==> src/rtl/apb_master.sv <==
// Single-outstanding APB4 initiator: turns a valid/ready request into
// APB SETUP/ACCESS phases and returns one response pulse per transfer.
module apb_master #(
  parameter int ADDR_W  = 32,
  parameter int DATA_W  = 32,
  parameter int TIMEOUT = 255
) (
  input  logic                PCLK,
  input  logic                PRESETn,
  input  logic                req_valid,
  output logic                req_ready,
  input  logic                req_write,
  input  logic [ADDR_W-1:0]   req_addr,
  input  logic [DATA_W-1:0]   req_wdata,
  input  logic [DATA_W/8-1:0] req_strb,
  output logic                rsp_valid,
  output logic [DATA_W-1:0]   rsp_rdata,
  output logic                rsp_err,
  output logic                PSEL,
  output logic                PENABLE,
  output logic                PWRITE,
  output logic [ADDR_W-1:0]   PADDR,
  output logic [DATA_W-1:0]   PWDATA,
  output logic [DATA_W/8-1:0] PSTRB,
  input  logic                PREADY,
  input  logic                PSLVERR,
  input  logic [DATA_W-1:0]   PRDATA
);

  localparam int STRB_W = DATA_W / 8;
  // Keep the counter at least one bit wide so TIMEOUT=0 still elaborates.
  localparam int CNT_W  = (TIMEOUT > 0) ? $clog2(TIMEOUT + 1) : 1;
  localparam bit TO_EN  = (TIMEOUT != 0);
  localparam logic [CNT_W-1:0] CNT_LIM = CNT_W'(TIMEOUT);

  typedef enum logic [1:0] {
    ST_IDLE   = 2'd0,
    ST_SETUP  = 2'd1,
    ST_ACCESS = 2'd2
  } state_e;

  state_e              state_q,     state_d;
  logic                req_ready_q, req_ready_d;
  logic                psel_q,      psel_d;
  logic                penable_q,   penable_d;
  logic                pwrite_q,    pwrite_d;
  logic [ADDR_W-1:0]   paddr_q,     paddr_d;
  logic [DATA_W-1:0]   pwdata_q,    pwdata_d;
  logic [STRB_W-1:0]   pstrb_q,     pstrb_d;
  logic                rsp_valid_q, rsp_valid_d;
  logic [DATA_W-1:0]   rsp_rdata_q, rsp_rdata_d;
  logic                rsp_err_q,   rsp_err_d;
  logic [CNT_W-1:0]    cnt_q,       cnt_d;

  // Next-state and next-output computation for the transfer FSM
  always_comb begin
    state_d     = state_q;
    req_ready_d = req_ready_q;
    psel_d      = psel_q;
    penable_d   = penable_q;
    pwrite_d    = pwrite_q;
    paddr_d     = paddr_q;
    pwdata_d    = pwdata_q;
    pstrb_d     = pstrb_q;
    rsp_valid_d = 1'b0;
    rsp_rdata_d = rsp_rdata_q;
    rsp_err_d   = rsp_err_q;
    cnt_d       = cnt_q;
    case (state_q)
      ST_IDLE: begin
        if (req_valid) begin
          state_d     = ST_SETUP;
          req_ready_d = 1'b0;
          psel_d      = 1'b1;
          penable_d   = 1'b0;
          pwrite_d    = req_write;
          paddr_d     = req_addr;
          pwdata_d    = req_wdata;
          pstrb_d     = req_write ? req_strb : '0;
          cnt_d       = '0;
        end else begin
          req_ready_d = 1'b1;
        end
      end
      ST_SETUP: begin
        state_d   = ST_ACCESS;
        penable_d = 1'b1;
      end
      ST_ACCESS: begin
        // A ready slave wins over a timeout landing in the same cycle.
        if (PREADY) begin
          state_d     = ST_IDLE;
          req_ready_d = 1'b1;
          psel_d      = 1'b0;
          penable_d   = 1'b0;
          rsp_valid_d = 1'b1;
          rsp_err_d   = PSLVERR;
          rsp_rdata_d = pwrite_q ? '0 : PRDATA;
        end else if (TO_EN && (cnt_q == CNT_LIM)) begin
          state_d     = ST_IDLE;
          req_ready_d = 1'b1;
          psel_d      = 1'b0;
          penable_d   = 1'b0;
          rsp_valid_d = 1'b1;
          rsp_err_d   = 1'b1;
          rsp_rdata_d = '0;
        end else begin
          cnt_d = cnt_q + CNT_W'(1);
        end
      end
      default: begin
        state_d     = ST_IDLE;
        req_ready_d = 1'b1;
        psel_d      = 1'b0;
        penable_d   = 1'b0;
      end
    endcase
  end

  // State and registered outputs
  always_ff @(posedge PCLK or negedge PRESETn) begin
    if (!PRESETn) begin
      state_q     <= ST_IDLE;
      req_ready_q <= 1'b1;
      psel_q      <= 1'b0;
      penable_q   <= 1'b0;
      pwrite_q    <= 1'b0;
      paddr_q     <= '0;
      pwdata_q    <= '0;
      pstrb_q     <= '0;
      rsp_valid_q <= 1'b0;
      rsp_rdata_q <= '0;
      rsp_err_q   <= 1'b0;
      cnt_q       <= '0;
    end else begin
      state_q     <= state_d;
      req_ready_q <= req_ready_d;
      psel_q      <= psel_d;
      penable_q   <= penable_d;
      pwrite_q    <= pwrite_d;
      paddr_q     <= paddr_d;
      pwdata_q    <= pwdata_d;
      pstrb_q     <= pstrb_d;
      rsp_valid_q <= rsp_valid_d;
      rsp_rdata_q <= rsp_rdata_d;
      rsp_err_q   <= rsp_err_d;
      cnt_q       <= cnt_d;
    end
  end

  assign req_ready = req_ready_q;
  assign PSEL      = psel_q;
  assign PENABLE   = penable_q;
  assign PWRITE    = pwrite_q;
  assign PADDR     = paddr_q;
  assign PWDATA    = pwdata_q;
  assign PSTRB     = pstrb_q;
  assign rsp_valid = rsp_valid_q;
  assign rsp_rdata = rsp_rdata_q;
  assign rsp_err   = rsp_err_q;

endmodule

==> config.mk <==
export PLATFORM = sky130hd
export DESIGN_NAME = apb_master
export DESIGN_NICKNAME = d
export VERILOG_FILES = /design/src/rtl/apb_master.sv
export SDC_FILE = /design/constraint.sdc
export NUM_CORES = 1
export LEC_CHECK = 0
export ABC_AREA = 1
export CAP_MARGIN = 20
export CORE_ASPECT_RATIO = 0.5
export CORE_MARGIN = 10
export CORE_UTILIZATION = 45
export DETAILED_ROUTE_END_ITERATION = 6
export DONT_BUFFER_PORTS = 1
export GPL_TIMING_DRIVEN = 0
export HOLD_SLACK_MARGIN = 0.03
export PLACE_DENSITY = 0.72
export SLEW_MARGIN = 0
export SYNTH_ARGS = -nofsm -noshare
export SYNTH_HDL_FRONTEND = slang
export SYNTH_SLANG_ARGS = --single-unit
==> constraint.sdc <==
create_clock -name PCLK -period 1.4 [get_ports PCLK]
set_clock_uncertainty 0.15 [all_clocks]
set_input_delay 0.28 -clock PCLK [delete_from_list [all_inputs] [get_ports PCLK]]
set_output_delay 0.28 -clock PCLK [all_outputs]
set_load 0.05 [all_outputs]
**After elaboration in Yosys (flattened, before gate mapping)**

Index checks and enable logic that the tools add are counted.

- Bits in registers: 116
- Input port bits: 106
- Output and inout port bits: 106

- Add/subtract/negate cells: 1
- Eq/ne operators: 7
- Muxes and demuxes: 26
- Bitwise operators: 1
- Reduce and logical (&&, ||, !) cells: 9

Operator list:

| operator | number |
|---|---|
| $mux W32 | 3 |
| $mux W8 | 3 |
| $pmux W8 S2 | 1 |
| $mux W1 | 11 |
| $pmux W1 S3 | 3 |
| $add A8 B1 Y8 const B | 1 |
| $eq A8 B8 Y1 const B | 1 |
| $reduce_and A2 Y1 | 4 |
| $mux W2 | 3 |
| $ne A2 B2 Y1 const B | 3 |
| $pmux W2 S3 | 1 |
| $mux W4 | 1 |
| $reduce_and A4 Y1 | 1 |
| $reduce_bool A2 Y1 | 2 |
| $ne A3 B3 Y1 const B | 1 |
| $reduce_and A3 Y1 | 1 |
| $eq A2 B1 Y1 const B | 1 |
| $eq A2 B2 Y1 const B | 1 |
| $logic_not A2 Y1 | 1 |
| $not A1 Y1 | 1 |

**Longest topological paths before layout**

Gate-level depths: netlist of the first run.

- Depth after elaboration: 4
- Mapped depth: 9

**Least setup slack after synthesis of the first run**

No wires, ideal clock.

- Path kind: register to register
- Start point: reg cnt_q[0]
- End point: reg rsp_rdata_q[10], in the netlist rsp_rdata[10]
- Arrival: 1224 ps
- Required time: 1128 ps
- Setup slack: -96 ps
- Cell stages (with the launch flop): 10
- Cells stage by stage: dfrtp_1 > ha_1 > nand2_2 > nor2_4 > nand2_2 > nand2_2 > nand2_4 > buf_6 > nand2_2 > o21ai_2

- Longest elaborated chain between the ends: 3

Ends and longest elaborated chain:

| item | line | RTL |
|---|---|---|
| start, declared | 53 | `logic [CNT_W-1:0] cnt_q, cnt_d;` |
| start signal, assigned | 147 | `cnt_q <= cnt_d;` |
| $eq A8 B8 Y1 | 99 | `end else if (TO_EN && (cnt_q == CNT_LIM)) begin` |
| $reduce_bool A2 Y1 (no line) | - |  |
| $reduce_and A2 Y1 (no line) | - |  |
| end signal, assigned | 145 | `rsp_rdata_q <= rsp_rdata_d;` |
| end, declared | 51 | `logic [DATA_W-1:0] rsp_rdata_q, rsp_rdata_d;` |

No other way between the ends.
A chain may end at the register's enable or synchronous reset.

**Worst setup path in the final report of the first run**

- Start point: reg cnt_q[1]
- End point: reg rsp_rdata_q[30], in the netlist rsp_rdata[30]

The elaborated chain is that of the path after synthesis.

==> metrics.md, run 1 <==
| Metric | Value |
|---|---|
| Status | `finished, violations left` |
| Failing checks | `negative hold slack, negative setup slack` |
| Actual slew at the worst max-slew pin | `320 ps` |
| VDD IR max | `0.00152 V` |
| CTS root buf | `clkbuf_16` |
| Register area share after synthesis | `0.616` |
| Data arrival time of the critical path | `1700 ps` |
| Sequential Power Share | `0.563` |
| Post-Syn Area | `4720 sq um` |
| Lkg Pwr | `3.63 nW` |
| Synth top area share | `0.610` |
| Final antenna-violating net count | `0` |
| Total global routing overflow | `0` |
| Die Area | `15,200 sq um` |
| All-layer global routing usage | `0.189` |
| Vias in the first global route | `4,226` |
| Clock Sinks | `116` |
| Switching portion of total power | `0.514` |
| Hold slack | `-580 ps` |
| CTS clock-pin slew for the worst setup and hold paths | `60 ps` |
| Die span in y | `92.4 um` |
| FMAX | `0.631 GHz` |
| Share of layout cells above drive strength 1 | `0.483` |
| Htree depth | `4` |
| Minimum clock period | `1580 ps` |
| Place WS | `-247 ps` |
| Post-route DRC violation count | `0` |
| First-pass GRT wire length | `22,700 um` |
| Max-slew headroom | `0.787` |
| Clock buffer count from CTS | `17` |
| Worst Setup End Kind | `flop` |
| Total power | `21.0 mW` |
| Nets@finish | `787` |
| Gpl congestion | `0.771` |
| RSZ-0062 raised after global routing | `true` |
| Register bit total from synthesis | `116` |
| Area delta synth->final | `62.2%` |
| Syn_area_per_cell | `8.88 sq um` |
| Setup crit start kind | `flop` |
| Worst Hold Class | `input pin to async pin` |
| Count leader, synth | `nand2_1` |
| Required time of the critical path | `1520 ps` |
| Io pins | `212` |
| Starting DRT DRC Count | `233` |
| Initial antenna violation count | `2` |
| CTS Buffer Depth | `2` |
| Hpwl dp | `9130 um` |
| Syn Inst Count | `531` |
| Largest net degree at the start of global routing | `117` |
| Max Cap Viol | `0` |
| Crit Path Max Fanout | `8` |
| Top FF cell, synth | `dfrtp_1` |
| Footprint of the multi-input gates | `1930 sq um` |
| Endpoints failing hold | `116` |
| Vias per inst | `4.99` |
| Hold_buf cts | `105` |
| Fill count | `645` |
| Count of cell types in the netlist | `24` |
| YS warnings | `0` |
| Clock power share | `0.201` |
| NetSw | `10.8 mW` |
| Logic pwr share | `0.235` |
| Vias | `4,171` |
| Largest stage delay, worst path | `390 ps` |
| Setup CP Type | `flop to flop` |
| Final setup violation count | `67` |
| Top cells by count, synth | `nand2_1, dfrtp_1, inv_1` |
| Syn Nets | `638` |
| Area leader, netlist | `dfrtp_1` |
| Starting density of the core | `0.462` |
| CTS tree | `done` |
| Die Wd | `165 um` |
| Row count | `26` |
| Clock Latency Late Sink | `400 ps` |
| PD cells | `2750 nW/um^2` |
| Final slew viol count | `0` |
| Final period util | `1.13` |
| Reg area | `3040 sq um` |
| EDFF count, synth | `0` |
| CP max stage cell | `dfrtp_1` |
| I/O Buffers | `0` |
| Drt first pass iters | `5` |
| P_int | `10.2 mW` |
| Routed wire length | `16,300 um` |
| Top cells by area, synth | `dfrtp_1, nand2_1, inv_1` |
| FFs w/ async S/R, synth | `1.00` |
| CORE AREA | `10,200 sq um` |
| Cell Chain, Critical Path | `ha_4 > nand2_4 > nor2_4 > nand2_2 > nand2_4 > nand2_8 > clkbuf_16 > nand2_2 > o21ai_1` |
| Setup WS post-layout | `-185 ps` |
| Routed len/inst | `19.5 um` |
cells in the final DEF (no fill, tap or decap), drive strengths merged, types with 3 or more instances in the layout:
cell type	count
diode	3
nor2	10
inv	46
o21ai	44
dfrtp	115
clkinv	4
dlygate4sd3	105
buf	37
clkbuf	28
nand3	13
clkinvlp	8
nand2	275
kinds of logic (layout without fill, tap and decap cells):
family / Yosys count / count (layout) / share of synthesized area
buf+inv: 68 / 230 / 0.0682
other cells: 0 / 3 / 0
fa+ha+maj: 1 / 1 / 0.00265
compound gates: 46 / 46 / 0.0581
flops: 116 / 116 / 0.616
simple gates: 300 / 300 / 0.255
per-layer routing:
| metal | wire length (um) | part of all wire | track usage |
|---|---|---|---|
| met3 | 1330 | 0.081 | 0.0592 |
| met1 | 5630 | 0.35 | 0.199 |
| met2 | 8760 | 0.54 | 0.347 |
| met5 | 0 | 0 | 0 |
| met4 | 588 | 0.036 | 0.0770 |
power groups by stage:
stage | Clock (mW) | Sequential [mW] | Combinational [mW]
floorplan | 0 | 10.8 | 2.23
global placement | 0 | 11.3 | 2.60
detailed placement | 0 | 11.4 | 2.76
CTS | 4.27 | 11.6 | 3.31
global route | 4.48 | 12.0 | 5.43
finish | 4.23 | 11.8 | 4.95
stage by stage:
stage	setup TNS [ps]	area, sq um	utilization	std cells	hold WS (ps)
after floorplan	-2400	4720	-	531	-166
after global placement	-14940	4900	0.479	671	-162
after detailed placement	-16050	4900	0.479	671	-161
after CTS	-6030	6830	0.669	822	-592
after global routing	-12020	7650	0.749	835	-601
final	-5460	7650	0.749	836	-580
final timing paths:
path	from	to	slack (ps)	cells past startpoint
min reg2reg	cnt_q[6]$_DFFE_PN0P_	cnt_q[6]$_DFFE_PN0P_	360	2
min	PRESETn	PADDR[7]$_DFFE_PN0P_	-580	0
max in group asynchronous	PRESETn	req_ready$_DFFE_PN1P_	1410	0
max reg2reg	cnt_q[1]$_DFFE_PN0P_	rsp_rdata[30]$_DFFE_PN0P_	-180	9
min in group PCLK	PREADY	rsp_rdata[31]$_DFFE_PN0P_	120	5
max	cnt_q[1]$_DFFE_PN0P_	rsp_rdata[30]$_DFFE_PN0P_	-180	9
state kept, by name (all words and copies together), names as in the netlist:
name,flops
PWRITE,1
PADDR,32
state_q,2
PSTRB,4
PENABLE,1
req_ready,1
PSEL,1
PWDATA,32
rsp_valid,1
cnt_q,8
rsp_rdata,32
rsp_err,1
area by class of cell:
type                       instances  area share
clock buffer                      17      0.0556
inverter                          45      0.0234
buffer                            23      0.0391
clock inverter                    15      0.0209
timing repair buffer             130       0.187
sequential                       116       0.397
multi-input combinational        347       0.253
antenna                            3    0.000981
tap                              140      0.0229
worst max-delay path: cells and delay by family (launching register included):
| family | cells | cell delay, ps |
|---|---|---|
| compound gates | 1 | 80 |
| simple gates | 6 | 500 |
| fa+ha+maj | 1 | 160 |
| flops | 1 | 390 |
| buf+inv | 1 | 170 |
timing repair:
| item | 4_1_cts | 5_1_grt |
|---|---|---|
| hold endpoints to repair | 221 | 116 |
| setup buffers | 13 | 1 |
| gates cloned | 1 | 10 |
| setup endpoints to repair | 219 | 117 |
| pin swaps | 4 | 23 |
| resized for setup | 124 | 188 |
Power figures use the tool's default switching activity.
==> run 2: changes to the inputs <==
--- a/config.mk
+++ b/config.mk
@@ -13,7 +13,7 @@
 export DETAILED_ROUTE_END_ITERATION = 6
 export DONT_BUFFER_PORTS = 1
 export GPL_TIMING_DRIVEN = 0
-export HOLD_SLACK_MARGIN = 0.03
+export HOLD_SLACK_MARGIN = 0.06
 export PLACE_DENSITY = 0.72
 export SLEW_MARGIN = 0
 export SYNTH_ARGS = -nofsm -noshare
==> run 2 against run 1 <==
Compared with the run above: first-iteration DRC count up 12%; count of clock-buffer cells in the layout unchanged; sequential power about the same; critical path type unchanged; sequential cell count unchanged; combinational power down 8.7%; the flow still finishes with violations (negative hold slack, negative setup slack); final cell count down 0.24%; critical endpoint is now rsp_rdata[13]$_DFFE_PN0P_; highest routed layer unchanged.
==> metrics.md, run 2 (synthesized netlist as in run 1, its figures left out) <==
| Metric | Value |
|---|---|
| Status | `finished, violations left` |
| Failing checks | `negative hold slack, negative setup slack` |
| Required time of the critical path | `1530 ps (about the same)` |
| Clock Latency Late Sink | `400 ps (about the same)` |
| Post-Layout Inst Area | `7450 sq um (-2.6%)` |
| Total global routing overflow | `0 (unchanged)` |
| Place WS | `-247 ps (unchanged)` |
| Actual slew at the worst max-slew pin | `315 ps (-5.03 ps)` |
| Gpl congestion | `0.771 (unchanged)` |
| VDD IR max | `0.00153 V (+0.18%)` |
| Area post-placement | `4900 sq um (unchanged)` |
| All-layer global routing usage | `0.189 (about the same)` |
| Setup crit start kind | `flop` |
| Vias in the first global route | `4,226 (unchanged)` |
| Final slew viol count | `0 (unchanged)` |
| Most frequent cells in the layout | `nand2_1, dfrtp_2, dlygate4sd3_1` |
| PD cells | `2750 nW/um^2 (about the same)` |
| Worst Hold Class | `input pin to async pin` |
| Vias per inst | `4.93 (-1.2%)` |
| Clock power share | `0.206 (+0.005)` |
| Htree depth | `4 (unchanged)` |
| Hpwl dp | `9130 um (unchanged)` |
| Logic pwr share | `0.221 (-0.014)` |
| Final setup violation count | `73 (+9.0%)` |
| Post-route DRC violation count | `0 (unchanged)` |
| Max Cap Viol | `0 (unchanged)` |
| Setup CP Type | `flop to flop` |
| Io pins | `212 (unchanged)` |
| Routed wire length | `15,800 um (-3.2%)` |
| Crit Path Max Fanout | `10 (+2)` |
| Die Wd | `165 um (unchanged)` |
| Die Area | `15,200 sq um (unchanged)` |
| Most common cell after layout, fill and taps aside | `nand2_1` |
| Sequential Power Share | `0.574 (+0.011)` |
| Endpoints failing hold | `116 (unchanged)` |
| CORE AREA | `10,200 sq um (unchanged)` |
| Die span in y | `92.4 um (unchanged)` |
| Initial antenna violation count | `4 (+2)` |
| CTS Buffer Depth | `2 (unchanged)` |
| Minimum clock period | `1550 ps (-30.7 ps)` |
| CTS clock-pin slew for the worst setup and hold paths | `60 ps (about the same)` |
| Largest net degree at the start of global routing | `117 (unchanged)` |
| I/O Buffers | `0 (unchanged)` |
| Final period util | `1.11 (-0.0219)` |
| Cell Chain, Critical Path | `ha_4 > nand2_4 > nor2_4 > nand2_2 > nand2_4 > nand2_8 > buf_8 > nand2_1 > o21ai_1` |
| Switching portion of total power | `0.515 (+0.000596)` |
| Share of layout cells above drive strength 1 | `0.428 (-0.0559)` |
| Starting density of the core | `0.462 (unchanged)` |
| Lkg Pwr | `3.56 nW (-1.8%)` |
| P_int | `9.93 mW (-2.6%)` |
| FMAX | `0.643 GHz (+2.0%)` |
| Area delta synth->final | `58.0%` |
| Routed len/inst | `18.9 um (-3.0%)` |
| NetSw | `10.6 mW (-2.4%)` |
| Clock Sinks | `116 (unchanged)` |
| First-pass GRT wire length | `22,700 um (about the same)` |
| Starting DRT DRC Count | `262 (+12%)` |
| Most used cell, CP | `nand2_4` |
| RSZ-0062 raised after global routing | `true` |
| Total power | `20.5 mW (-2.5%)` |
| CTS tree | `done` |
| Drt first pass iters | `4 (-1)` |
| Fin Setup TNS | `-5700 ps (-237 ps)` |
| Setup WS post-layout | `-154 ps (+30.7 ps)` |
| Clock buffer count from CTS | `17 (unchanged)` |
| Data arrival time of the critical path | `1680 ps (-20 ps)` |
| Final antenna-violating net count | `0 (unchanged)` |
| Hold slack | `-576 ps (+4.12 ps)` |
| Row count | `26 (unchanged)` |
| Hold_buf cts | `105 (unchanged)` |
| Largest stage delay, worst path | `390 ps (about the same)` |
| CP max stage cell | `dfrtp_1` |
| Max-slew headroom | `0.790 (+0.00335)` |
| Nets@finish | `784 (-0.38%)` |
| CTS root buf | `clkbuf_16` |
| Vias | `4,110 (-1.5%)` |
| Worst Setup End Kind | `flop` |
## run 2: cell count changes in the layout (fill, tap and decap cells not counted), sizes merged
cell / change
buf: -1
diode: +1
clkbuf: -2
## run 2: critical path, delay by kind of cell (launching register included)
kind	cells	cell delay, ps
fa+ha+maj	1	160
flops	1	390
simple gates	6	520
buf+inv	1	150
compound gates	1	70
## run 2: area by class of cell
cell class / count / area [sq um]
diodes: 4 / 10.0
plain buffers: 23 / 270
clock buffers: 17 / 425
clock inverters: 15 / 160
fillers: 689 / 2760
inverters: 45 / 179
multi-input cells: 347 / 1830
flip-flops and latches: 116 / 3040
well taps: 140 / 175
repair buffers: 127 / 1360
## run 2: path summary, 6_finish.rpt
check	startpoint	endpoint	slack (ps)	depth (start not counted)
max	cnt_q[1]$_DFFE_PN0P_	rsp_rdata[13]$_DFFE_PN0P_	-150	9
min	PRESETn	PWDATA[8]$_DFFE_PN0P_	-580	0
max reg2reg	cnt_q[1]$_DFFE_PN0P_	rsp_rdata[13]$_DFFE_PN0P_	-150	9
min reg2reg	cnt_q[6]$_DFFE_PN0P_	cnt_q[6]$_DFFE_PN0P_	360	2
max in group asynchronous	PRESETn	req_ready$_DFFE_PN1P_	1450	0
min in group PCLK	PREADY	rsp_rdata[31]$_DFFE_PN0P_	120	5
## run 2: per-stage QoR
stage                util  instances
floorplan               -        531
global placement    0.479        671
global route        0.730        834
finish              0.730        834
detailed placement  0.479        671
CTS                 0.669        822
## run 2: power groups by stage
stage | logic, mW | clock network, mW | registers (mW)
floorplan | 2.23 | 0 | 10.8
global placement | 2.60 | 0 | 11.3
detailed placement | 2.76 | 0 | 11.4
CTS | 3.31 | 4.27 | 11.6
global route | 5.00 | 4.46 | 11.9
finish | 4.52 | 4.21 | 11.7
## run 2: what timing repair did
action | in CTS | in global routing
setup endpoints to repair | 219 | 117
gates cloned | 1 | 7
hold endpoints to repair | 223 | 116
buffers inserted | 13 | 1
gates resized for setup | 124 | 140
pin swaps | 4 | 18
## run 2: routing by layer
metal / vias up / part of all wire / routed length [um] / track usage
li1: 1914 / - / - / -
met1: 1992 / 0.36 / 5680 / 0.198
met5: - / 0 / 0 / 0
met3: 36 / 0.078 / 1240 / 0.0596
met2: 168 / 0.53 / 8410 / 0.347
met4: 0 / 0.029 / 458 / 0.0770
==> run 3: changes to the inputs <==
--- a/config.mk
+++ b/config.mk
@@ -6,15 +6,16 @@
 export NUM_CORES = 1
 export LEC_CHECK = 0
 export ABC_AREA = 1
-export CAP_MARGIN = 20
+export CELL_PAD_IN_SITES_DETAIL_PLACEMENT = 1
+export CELL_PAD_IN_SITES_GLOBAL_PLACEMENT = 1
 export CORE_ASPECT_RATIO = 0.5
 export CORE_MARGIN = 10
-export CORE_UTILIZATION = 45
+export CORE_UTILIZATION = 40
 export DETAILED_ROUTE_END_ITERATION = 6
 export DONT_BUFFER_PORTS = 1
 export GPL_TIMING_DRIVEN = 0
 export HOLD_SLACK_MARGIN = 0.06
-export PLACE_DENSITY = 0.72
+export PLACE_DENSITY = 0.84
 export SLEW_MARGIN = 0
 export SYNTH_ARGS = -nofsm -noshare
 export SYNTH_HDL_FRONTEND = slang
==> run 3 against run 2 <==
Compared with the run above: the run still ends with negative hold slack, negative setup slack left; first-iteration DRC count grew to 3.4 times the previous value; sequential cell count is the same; fmax shrank 30%; register-to-register slack lost 660 ps; worst hold slack lost 73 ps; routed wire length grew to 2.5 times the previous value; count of clock-buffer cells in the layout grew 1; setup slack lost 660 ps; global-route usage grew 2.9 points; non-clock buffer count grew 20; design area grew 13%; critical path depth shrank 3; critical path type unchanged; critical endpoint is now rsp_rdata[9]$_DFFE_PN0P_.
==> metrics.md, run 3 (synthesized netlist as in run 1, its figures left out) <==
| Metric | Value |
|---|---|
| Status | `finished, violations left` |
| Failing checks | `negative hold slack, negative setup slack` |
| Vias per inst | `6.72 (+36%)` |
| Drt first pass iters | `6 (+2)` |
| Clock Latency Late Sink | `450 ps (+50 ps)` |
| Cells after DPL | `690 (+2.8%)` |
| Routed wire length | `40,100 um (+150%)` |
| Setup CP Type | `flop to flop` |
| Die Wd | `174 um (+5.3%)` |
| Worst Setup End Kind | `flop` |
| Required time of the critical path | `1560 ps (+30 ps)` |
| Endpoints failing hold | `116 (unchanged)` |
| Final setup violation count | `222 (+200%)` |
| Most frequent cells in the layout | `nand2_1, dfrtp_2, nand2_2, dlygate4sd3_1, nand2_4` |
| Nets@finish | `805 (+2.7%)` |
| Max Cap Viol | `0 (unchanged)` |
| Clock buffer count from CTS | `17 (unchanged)` |
| I/O Buffers | `0 (unchanged)` |
| Crit path from | `state_q[0]$_DFFE_PN0P_` |
| Setup WS post-layout | `-819 ps (-665 ps)` |
| Lkg Pwr | `3.97 nW (+11%)` |
| Post-Layout Inst Area | `8410 sq um (+13%)` |
| Post-layout util | `0.747 (+0.0175)` |
| Setup crit start kind | `flop` |
| Max-slew headroom | `0.688 (-0.102)` |
| Minimum clock period | `2220 ps (+665 ps)` |
| PD cells | `3110 nW/um^2 (+13%)` |
| Total power | `26.1 mW (+27%)` |
| VDD IR max | `0.00191 V (+25%)` |
| CORE AREA | `11,200 sq um (+10%)` |
| Starting density of the core | `0.419 (-0.0425)` |
| Cell Chain, Critical Path | `inv_1 > nand2_1 > clkinv_4 > nand3_4 > buf_4 > o21ai_2` |
| Area post-placement | `4920 sq um (+0.49%)` |
| Post-Layout Cell Count | `903 (+8.3%)` |
| Worst Hold Class | `input pin to async pin` |
| All-layer global routing usage | `0.218 (+0.0287)` |
| Initial antenna violation count | `9 (+5)` |
| Hold_buf cts | `104 (-0.95%)` |
| Final period util | `1.59 (+0.475)` |
| Total global routing overflow | `0 (unchanged)` |
| Crit Path Max Fanout | `10 (unchanged)` |
| Share of layout cells above drive strength 1 | `0.563 (+0.136)` |
| Worst r2r src | `state_q[0]$_DFFE_PN0P_` |
| CP max stage cell | `dfrtp_1` |
| Routed len/inst | `44.4 um (+130%)` |
| CTS clock-pin slew for the worst setup and hold paths | `80 ps (+20 ps)` |
| Worst R2R Setup Slack | `-820 ps (-660 ps)` |
| FMAX | `0.451 GHz (-30%)` |
| Most common cell after layout, fill and taps aside | `nand2_1` |
| Starting DRT DRC Count | `891 (+240%)` |
| Final antenna-violating net count | `0 (unchanged)` |
| Hpwl dp | `10,200 um (+12%)` |
| Fin Setup TNS | `-49,300 ps (-43,600 ps)` |
| CTS Buffer Depth | `2 (unchanged)` |
| Hold slack | `-650 ps (-73.5 ps)` |
| Data arrival time of the critical path | `2380 ps (+700 ps)` |
| Vias | `6,071 (+48%)` |
| CTS tree | `done` |
| Actual slew at the worst max-slew pin | `467 ps (+152 ps)` |
| Largest net degree at the start of global routing | `117 (unchanged)` |
| RSZ-0062 raised after global routing | `true` |
| Gpl congestion | `0.780 (+1.2%)` |
| Htree depth | `4 (unchanged)` |
| Final slew viol count | `0 (unchanged)` |
| Die Area | `16,800 sq um (+10%)` |
| Clock Sinks | `116 (unchanged)` |
| CTS root buf | `clkbuf_16` |
| Vias in the first global route | `5,087 (+20%)` |
| Row count | `27 (+3.8%)` |
| First-pass GRT wire length | `29,100 um (+28%)` |
| Area delta synth->final | `78.2%` |
| Io pins | `212 (unchanged)` |
| Largest stage delay, worst path | `440 ps (+50 ps)` |
| Die span in y | `96.8 um (+4.8%)` |
| Post-route DRC violation count | `0 (unchanged)` |
-- run 3: where the power goes --
part           leakage, nW  switching (mW)  internal (mW)
Sequential            1.33            7.51           5.10
Combinational         2.33            4.99           3.11
Clock                0.301            2.20           3.20
Total                 3.97            14.7           11.4
-- run 3: worst paths after layout --
path                                                   to  cells after the start
worst max-delay path             rsp_rdata[9]$_DFFE_PN0P_                      6
worst min-delay path                PWDATA[4]$_DFFE_PN0P_                      0
worst max register to register   rsp_rdata[9]$_DFFE_PN0P_                      6
worst min register to register           PSEL$_DFFE_PN0P_                      1
max in group asynchronous       rsp_rdata[25]$_DFFE_PN0P_                      0
min in group PCLK                    PSTRB[0]$_DFFE_PN0P_                      4
-- run 3: area by class of cell --
class                      count  area, sq um
buffer                        23          338
inverter                      45          181
tap                          159          199
clock buffer                  18          439
clock inverter                13          206
timing repair buffer         147         1690
sequential                   116         3040
multi-input combinational    348         2230
antenna                       34         85.1
fill                        1129         2840
-- run 3: what timing repair did --
action,4_1_cts,5_1_grt
setup endpoints to repair,220,138
pin swaps,6,37
gates cloned,5,15
setup buffers,8,16
gates resized for setup,149,262
hold endpoints to repair,223,116
-- run 3: critical path, delay by kind of cell, from the launching register on --
kind / cells / cell delay, ps
AOI/OAI and AO/OA: 1 / 360
DFF: 1 / 440
buffers and inverters: 3 / 690
and+or+nand+nor: 2 / 420
-- run 3: through the flow --
stage               hold slack [ps]  worst slack [ps]
floorplan                      -166             -92.5
global placement               -162              -247
detailed placement             -162              -309
CTS                            -597              -198
global route                   -646              -833
finish                         -650              -819
-- run 3: per-layer routing --
metal | vias to the layer above | GRT usage | share of wire
li1 | 1996 | - | -
met1 | 2872 | 0.215 | 0.31
met2 | 833 | 0.399 | 0.42
met3 | 370 | 0.0720 | 0.15
met4 | 0 | 0.120 | 0.12
met5 | - | 0 | 0
